==> config.mk <==
export PLATFORM = sky130hd
export DESIGN_NAME = enigma_ctrl
export DESIGN_NICKNAME = d
export VERILOG_FILES = /design/src/rtl/enigma_ctrl.sv
export SDC_FILE = /design/constraint.sdc
export NUM_CORES = 1
export LEC_CHECK = 0
export ABC_AREA = 1
export CAP_MARGIN = 20
export CORE_MARGIN = 3
export CORE_UTILIZATION = 46
export CTS_CLUSTER_DIAMETER = 200
export DETAILED_ROUTE_END_ITERATION = 8
export PLACE_DENSITY = 0.83
export SETUP_SLACK_MARGIN = 0.1
export SKIP_CTS_REPAIR_TIMING = 1
export SYNTH_ARGS = -nofsm -noshare
export SYNTH_HDL_FRONTEND = slang
export SYNTH_SLANG_ARGS = --single-unit
==> constraint.sdc <==
create_clock -name clk -period 2.8 [get_ports clk]
set_clock_uncertainty 0.1 [all_clocks]
set_input_delay 0.42 -clock clk [delete_from_list [all_inputs] [get_ports clk]]
set_output_delay 0.42 -clock clk [all_outputs]
set_load 0.01 [all_outputs]
==> src/rtl/enigma_ctrl.sv <==
// Rotor positioning and keystroke sequencer for rero; result latency SETTLE_CYCLES+3, held until out_ready.
// Optional ENIGMA_CTRL_SELFCHECK_EN flags (as index 31) a result equal to its own input letter.
module enigma_ctrl #(
    parameter int SETTLE_CYCLES = 2,
    parameter int MAX_STEPS     = 26
) (
    input  logic        clk,
    input  logic        reset,
    input  logic        cfg_start,
    input  logic [4:0]  cfg_pos1,
    input  logic [4:0]  cfg_pos2,
    input  logic [4:0]  cfg_pos3,
    input  logic        key_valid,
    input  logic [4:0]  key_idx,
    output logic        key_ready,
    output logic        out_valid,
    output logic [4:0]  out_idx,
    input  logic        out_ready,
    output logic        busy,
    output logic        cfg_err,
    output logic [15:0] key_count,
    output logic [25:0] rero_in,
    input  logic [25:0] rero_out,
    output logic        rotate1,
    output logic        rotate2,
    output logic        rotate3,
    input  logic [4:0]  state1,
    input  logic [4:0]  state2,
`ifdef ENIGMA_CTRL_SELFCHECK_EN
    input  logic [4:0]  state3,
    output logic        selfcheck_err
`else
    input  logic [4:0]  state3
`endif
);
    localparam int SW = $clog2(MAX_STEPS + 1);

    typedef enum logic [2:0] {
        IDLE, CFG_CMP, CFG_PULSE, CFG_GAP, KEY_DRIVE, KEY_SAMPLE, KEY_GAP, OUT_HOLD
    } state_t;

    state_t        state, state_nxt;
    logic [4:0]    tgt1, tgt2, tgt3;
    logic [1:0]    rsel;
    logic [SW-1:0] steps;
    logic [3:0]    settle;
    logic [4:0]    key_lat;
    logic [4:0]    cur_pos, cur_tgt;
    logic          match, steps_max, settle_done, accept;
    logic          onehot;
    logic [4:0]    dec_idx;
    logic [4:0]    result;

    always_comb begin
        cur_pos = state3;
        cur_tgt = tgt3;
        case (rsel)
            2'd1: begin cur_pos = state1; cur_tgt = tgt1; end
            2'd2: begin cur_pos = state2; cur_tgt = tgt2; end
            default: ;
        endcase
    end

    assign match       = (cur_pos == cur_tgt);
    assign steps_max   = (steps == SW'(MAX_STEPS));
    assign settle_done = (settle == 4'(SETTLE_CYCLES - 1));
    assign accept      = key_valid && key_ready;

    always_comb begin
        dec_idx = 5'd0;
        for (int i = 0; i < 26; i++) begin
            if (rero_out[i]) dec_idx = 5'(i);
        end
        onehot = (rero_out != 26'd0) && ((rero_out & (rero_out - 26'd1)) == 26'd0);
    end

`ifdef ENIGMA_CTRL_SELFCHECK_EN
    assign result = (onehot && dec_idx != key_lat) ? dec_idx : 5'd31;
`else
    assign result = onehot ? dec_idx : 5'd31;
`endif

    always_comb begin
        state_nxt = state;
        case (state)
            IDLE: begin
                if (cfg_start)      state_nxt = CFG_CMP;
                else if (key_valid) state_nxt = (key_idx <= 5'd25) ? KEY_DRIVE : OUT_HOLD;
            end
            CFG_CMP: begin
                if (match)          state_nxt = (rsel == 2'd3) ? IDLE : CFG_CMP;
                else if (steps_max) state_nxt = IDLE;
                else                state_nxt = CFG_PULSE;
            end
            CFG_PULSE:  state_nxt = CFG_GAP;
            CFG_GAP:    state_nxt = CFG_CMP;
            KEY_DRIVE:  state_nxt = KEY_SAMPLE;
            KEY_SAMPLE: if (settle_done) state_nxt = KEY_GAP;
            KEY_GAP:    state_nxt = OUT_HOLD;
            OUT_HOLD:   if (out_ready) state_nxt = IDLE;
            default:    state_nxt = IDLE;
        endcase
    end

    always_ff @(posedge clk) begin
        if (reset) begin
            state     <= IDLE;
            tgt1      <= '0;
            tgt2      <= '0;
            tgt3      <= '0;
            rsel      <= 2'd1;
            steps     <= '0;
            settle    <= '0;
            key_lat   <= '0;
            out_idx   <= '0;
            cfg_err   <= 1'b0;
            key_count <= '0;
`ifdef ENIGMA_CTRL_SELFCHECK_EN
            selfcheck_err <= 1'b0;
`endif
        end else begin
            state <= state_nxt;
            case (state)
                IDLE: begin
                    if (cfg_start) begin
                        tgt1    <= cfg_pos1;
                        tgt2    <= cfg_pos2;
                        tgt3    <= cfg_pos3;
                        cfg_err <= 1'b0;
                        rsel    <= 2'd1;
                        steps   <= '0;
                    end else if (accept) begin
                        key_lat <= key_idx;
                        if (key_idx > 5'd25) out_idx <= 5'd31;
                    end
                end
                CFG_CMP: begin
                    if (match) begin
                        rsel  <= rsel + 2'd1;
                        steps <= '0;
                    end else if (steps_max) begin
                        cfg_err <= 1'b1;
                    end
                end
                CFG_PULSE: steps  <= steps + 1'b1;
                KEY_DRIVE: settle <= '0;
                KEY_SAMPLE: begin
                    settle <= settle + 4'd1;
                    if (settle_done) begin
                        out_idx   <= result;
                        key_count <= key_count + 16'd1;
`ifdef ENIGMA_CTRL_SELFCHECK_EN
                        if (onehot && dec_idx == key_lat) selfcheck_err <= 1'b1;
`endif
                    end
                end
                default: ;
            endcase
        end
    end

    // Collision rule: a pending cfg_start in IDLE blocks the keystroke handshake.
    assign key_ready = (state == IDLE) && !cfg_start && !reset;
    assign out_valid = (state == OUT_HOLD);
    assign busy      = (state != IDLE);
    assign rero_in   = (state == KEY_DRIVE || state == KEY_SAMPLE) ? (26'd1 << key_lat) : 26'd0;
    assign rotate1   = (state == CFG_PULSE) && (rsel == 2'd1);
    assign rotate2   = (state == CFG_PULSE) && (rsel == 2'd2);
    assign rotate3   = (state == CFG_PULSE) && (rsel == 2'd3);
endmodule

==> results.py <==
metrics = {
    "cells_and_area": {
        "multi_input_comb_area_sq_um": 2160,
        "design.final.nets": 771,
        "diodes": 0,
        "sequential_cell_area_sq_um": 1130,
        "layout-area-overhead-vs-synth_pct": 47.8,
        "layout-drive-gt1-share_pct": 13.5,
        "final.fill_count": 616,
        "fin_cells": 796,
    },
    "place": {
        "pre_cts_slack_ns": -0.245,
        "hpwlAfterDp_um": 8010,
        "port_buffers": 119,
        "gp_routability_congestion": 0.924,
        "placed_cell_count": 785,
    },
    "yosys": {
        "mapped_cell_area_sq_um": 3590,
        "syn-mean-instance-area_sq_um": 6.46,
        "synth.largest_area_cell": "sky130_fd_sc_hd__dfxtp_1",
        "ys_seq_area_share_pct": 31.2,
        "most_numerous_cell_in_the_yosys_netlist": "sky130_fd_sc_hd__nand2_1",
        "yosys-top-cells-area": "sky130_fd_sc_hd__dfxtp_1 31%, sky130_fd_sc_hd__nand2_1 9.4%, sky130_fd_sc_hd__inv_1 9.2%",
        "synth_top_area_share_pct": 31.2,
        "ranking_of_synthesized_cells_by_instance_count": "90 x sky130_fd_sc_hd__nand2_1, 88 x sky130_fd_sc_hd__inv_1, 76 x sky130_fd_sc_hd__nor2_1",
        "ys_types": 45,
        "synth_enable_flop_cells": 0,
        "postSynthCellCount": 556,
        "dominantRegCellSynth": "sky130_fd_sc_hd__dfxtp_1",
        "yosys_warnings": 0,
        "postSynth.asyncResetShare_pct": 0,
        "syn_nets": 630,
        "postSynthRegisterBits": 56,
    },
    "critical_path": {
        "setup.worst_path.start": "state[2]$_SDFFE_PP0P_",
        "slowest_cell_on_crit_path": "sky130_fd_sc_hd__clkdlybuf4s50_1",
        "worst-endpoint-arrival_ns": 2.10,
        "crit-reg2reg-launch": "rsel[0]$_SDFFE_PP1P_",
        "critical-path-top-cell-by-count": "sky130_fd_sc_hd__nor2_2",
        "worst-path-max-fanout": 7,
        "timing.critical_path.from_type": "register",
        "worst_setup_end_kind": "primary output",
        "critical_path_class": "register to primary output",
        "cp_cell_sequence": "inv_2, nor2_2, inv_1, nor2_2, nand2_2, nor4_1, clkdlybuf4s50_1",
        "cp.required_ns": 2.28,
        "critical_path.max_stage_delay_ns": 0.59,
    },
    "detailed_routing": {
        "detail_route.wirelength_um": 10300,
        "route.detailed.drc": 0,
        "dr_iter_0_viols": 225,
        "drt-vias-per-instance": 5.21,
        "vias": 4147,
        "route.detailed.wl_per_inst_um": 13.0,
        "drtPass1Iterations": 5,
        "drtAntennaViolNets": 0,
    },
    "floorplanning": {
        "row_count": 31,
        "die_h_um": 94.4,
        "pin_count": 120,
        "die_width_um": 94.4,
        "initial_utilization_pct": 48.5,
        "core_sq_um": 7410,
        "die_area_sq_um": 8900,
    },
    "global_routing": {
        "grt_antenna_before_repair": 0,
        "grt_overflow_total": 0,
        "grt_pass1_vias": 3908,
        "global_route.usage.total_pct": 22.5,
        "pin_count_of_the_biggest_net_entering_global_routing": 32,
        "grt_pass1_wl_um": 16600,
    },
    "status": {
        "status": "finished, final reports clean",
    },
    "sta": {
        "slew-limit-headroom_pct": 43.1,
        "timing.final.ws_setup_ns": 0.176,
        "fin_hold_ws_ns": 0.354,
        "worst_slew_pin_slew_ns": 0.852,
        "count_of_endpoints_failing_setup_in_the_final_report": 0,
        "timing.final.crit_share_pct": 93.7,
        "fmax_mhz": 381,
        "finalHoldViolations": 0,
        "fin_tns_setup_ns": 0,
        "min_period_ns": 2.62,
        "setup_repair_after_global_routing_missed_its_margin": "true",
        "final-max-slew-violation-count": 0,
    },
    "clock_network": {
        "clk_pin_slew_ns": 0.10,
        "cts_buffer_depth": 2,
        "number_of_clock_buffers_inserted_by_tritoncts": 5,
        "cts_max_level": 2,
        "tritoncts": "built",
        "cts_root_buffer": "sky130_fd_sc_hd__clkbuf_8",
        "clk_latency_ns": 0.30,
        "tritoncts_num_sinks": 56,
    },
    "pwr": {
        "relative_contribution_of_combinational_cells_to_total_power_pct": 46.6,
        "pwr-share-clk_pct": 15.7,
        "intPower_mw": 1.61,
        "power.share.sequential_pct": 37.8,
        "post-layout-total-power_mw": 2.67,
        "switch_share_pct": 39.9,
        "p_switching_mw": 1.07,
        "p_leak_nw": 2.30,
        "peakVddDrop_mv": 0.283,
        "power-per-cell-area_nw_per_um2": 504,
    },
    "min_path": {
        "min_path_type": "register to register",
        "holdCritStartpoint": "tgt3[3]$_SDFFE_PP0P_",
    },
    "run": {
        "maxCapViolations": 0,
    },
}
per-layer routing:
layer	part of all wire, %	global-route usage [%]	vias to the layer above
met5	0	0	-
li1	-	-	2121
met4	1.9	4.33	0
met1	42	27.8	1849
met2	49	40.6	161
met3	7.0	4.38	16
cells by family after synthesis:
logic type	Yosys count	synth area share, %
AO/OA/AOI/OAI	131	20.3
XOR/XNOR	6	1.46
adder cells (fa/ha/maj)	8	2.79
buffers and inverters	110	11.8
flip-flops	56	31.2
AND/OR/NAND/NOR	245	32.4
placed cells by master, fill, tap and decap left out, types with 3 or more instances in the layout:
cell type / netlist / final
sky130_fd_sc_hd__a21oi_1: 55 / 55
sky130_fd_sc_hd__and3_1: 3 / 3
sky130_fd_sc_hd__buf_4: 0 / 28
sky130_fd_sc_hd__clkbuf_8: 0 / 5
sky130_fd_sc_hd__clkdlybuf4s50_1: 0 / 111
sky130_fd_sc_hd__dfxtp_1: 56 / 52
sky130_fd_sc_hd__dlymetal6s2s_1: 0 / 8
sky130_fd_sc_hd__ha_1: 8 / 6
sky130_fd_sc_hd__inv_1: 88 / 86
sky130_fd_sc_hd__inv_2: 4 / 7
sky130_fd_sc_hd__nand2_1: 90 / 87
sky130_fd_sc_hd__nand2_2: 2 / 4
sky130_fd_sc_hd__nand3_1: 20 / 18
sky130_fd_sc_hd__nand3_2: 1 / 3
sky130_fd_sc_hd__nand4_1: 13 / 13
sky130_fd_sc_hd__nor2_1: 76 / 67
sky130_fd_sc_hd__nor2_2: 6 / 14
sky130_fd_sc_hd__nor3_1: 13 / 12
sky130_fd_sc_hd__nor3_4: 3 / 4
sky130_fd_sc_hd__nor4_1: 8 / 4
sky130_fd_sc_hd__nor4_2: 0 / 4
sky130_fd_sc_hd__o21ai_0: 50 / 48
sky130_fd_sc_hd__o21ai_1: 2 / 4
sky130_fd_sc_hd__o22ai_1: 7 / 7
sky130_fd_sc_hd__xor2_1: 6 / 6
layout make-up:
| cell class | instances | share of cell area [%] |
|---|---|---|
| clock buffer | 5 | 1.30 |
| clock inverter | 2 | 0.236 |
| inverter | 96 | 6.89 |
| multi-input combinational | 390 | 40.8 |
| sequential | 56 | 21.3 |
| tap | 99 | 2.33 |
| timing repair buffer | 148 | 27.2 |
final timing paths:
check | endpoint | slack (ns) | cells past startpoint
max | rero_in[15] | 0.18 | 7
min | tgt3[3]$_SDFFE_PP0P_ | 0.35 | 2
max reg2reg | steps[4]$_SDFFE_PP0P_ | 0.27 | 14
min reg2reg | tgt3[3]$_SDFFE_PP0P_ | 0.35 | 2
sequential cells by signal, summed over array words and instances (netlist names):
| register | count |
|---|---|
| settle | 4 |
| out_idx | 5 |
| tgt2 | 5 |
| steps | 5 |
| cfg_err | 1 |
| key_lat | 5 |
| rsel | 2 |
| key_count | 16 |
| tgt3 | 5 |
| tgt1 | 5 |
| state | 3 |
through the flow:
stage | utilization [%] | area (sq um)
detailed placement | 68.1 | 5050
global route | 71.6 | 5310
finish | 71.6 | 5310
floorplan | - | 3590
global placement | 68.1 | 5050
CTS | 69.2 | 5130
critical path: cells and delay by family (launching register included):
kind	cells	cell delay (ns)
buffers and inverters	3	0.78
flip-flops	1	0.39
AND/OR/NAND/NOR	4	0.62
power groups by stage:
stage,clock [mW],combinational (mW),sequential [mW]
final,0.418,1.25,1.01
after detailed placement,0,1.16,1.01
after CTS,0.432,1.16,0.993
after global placement,0,1.12,1.00
after global routing,0.466,1.40,1.02
after floorplan,0,0.784,0.992
No activity file was read; power rests on OpenSTA's default activity.
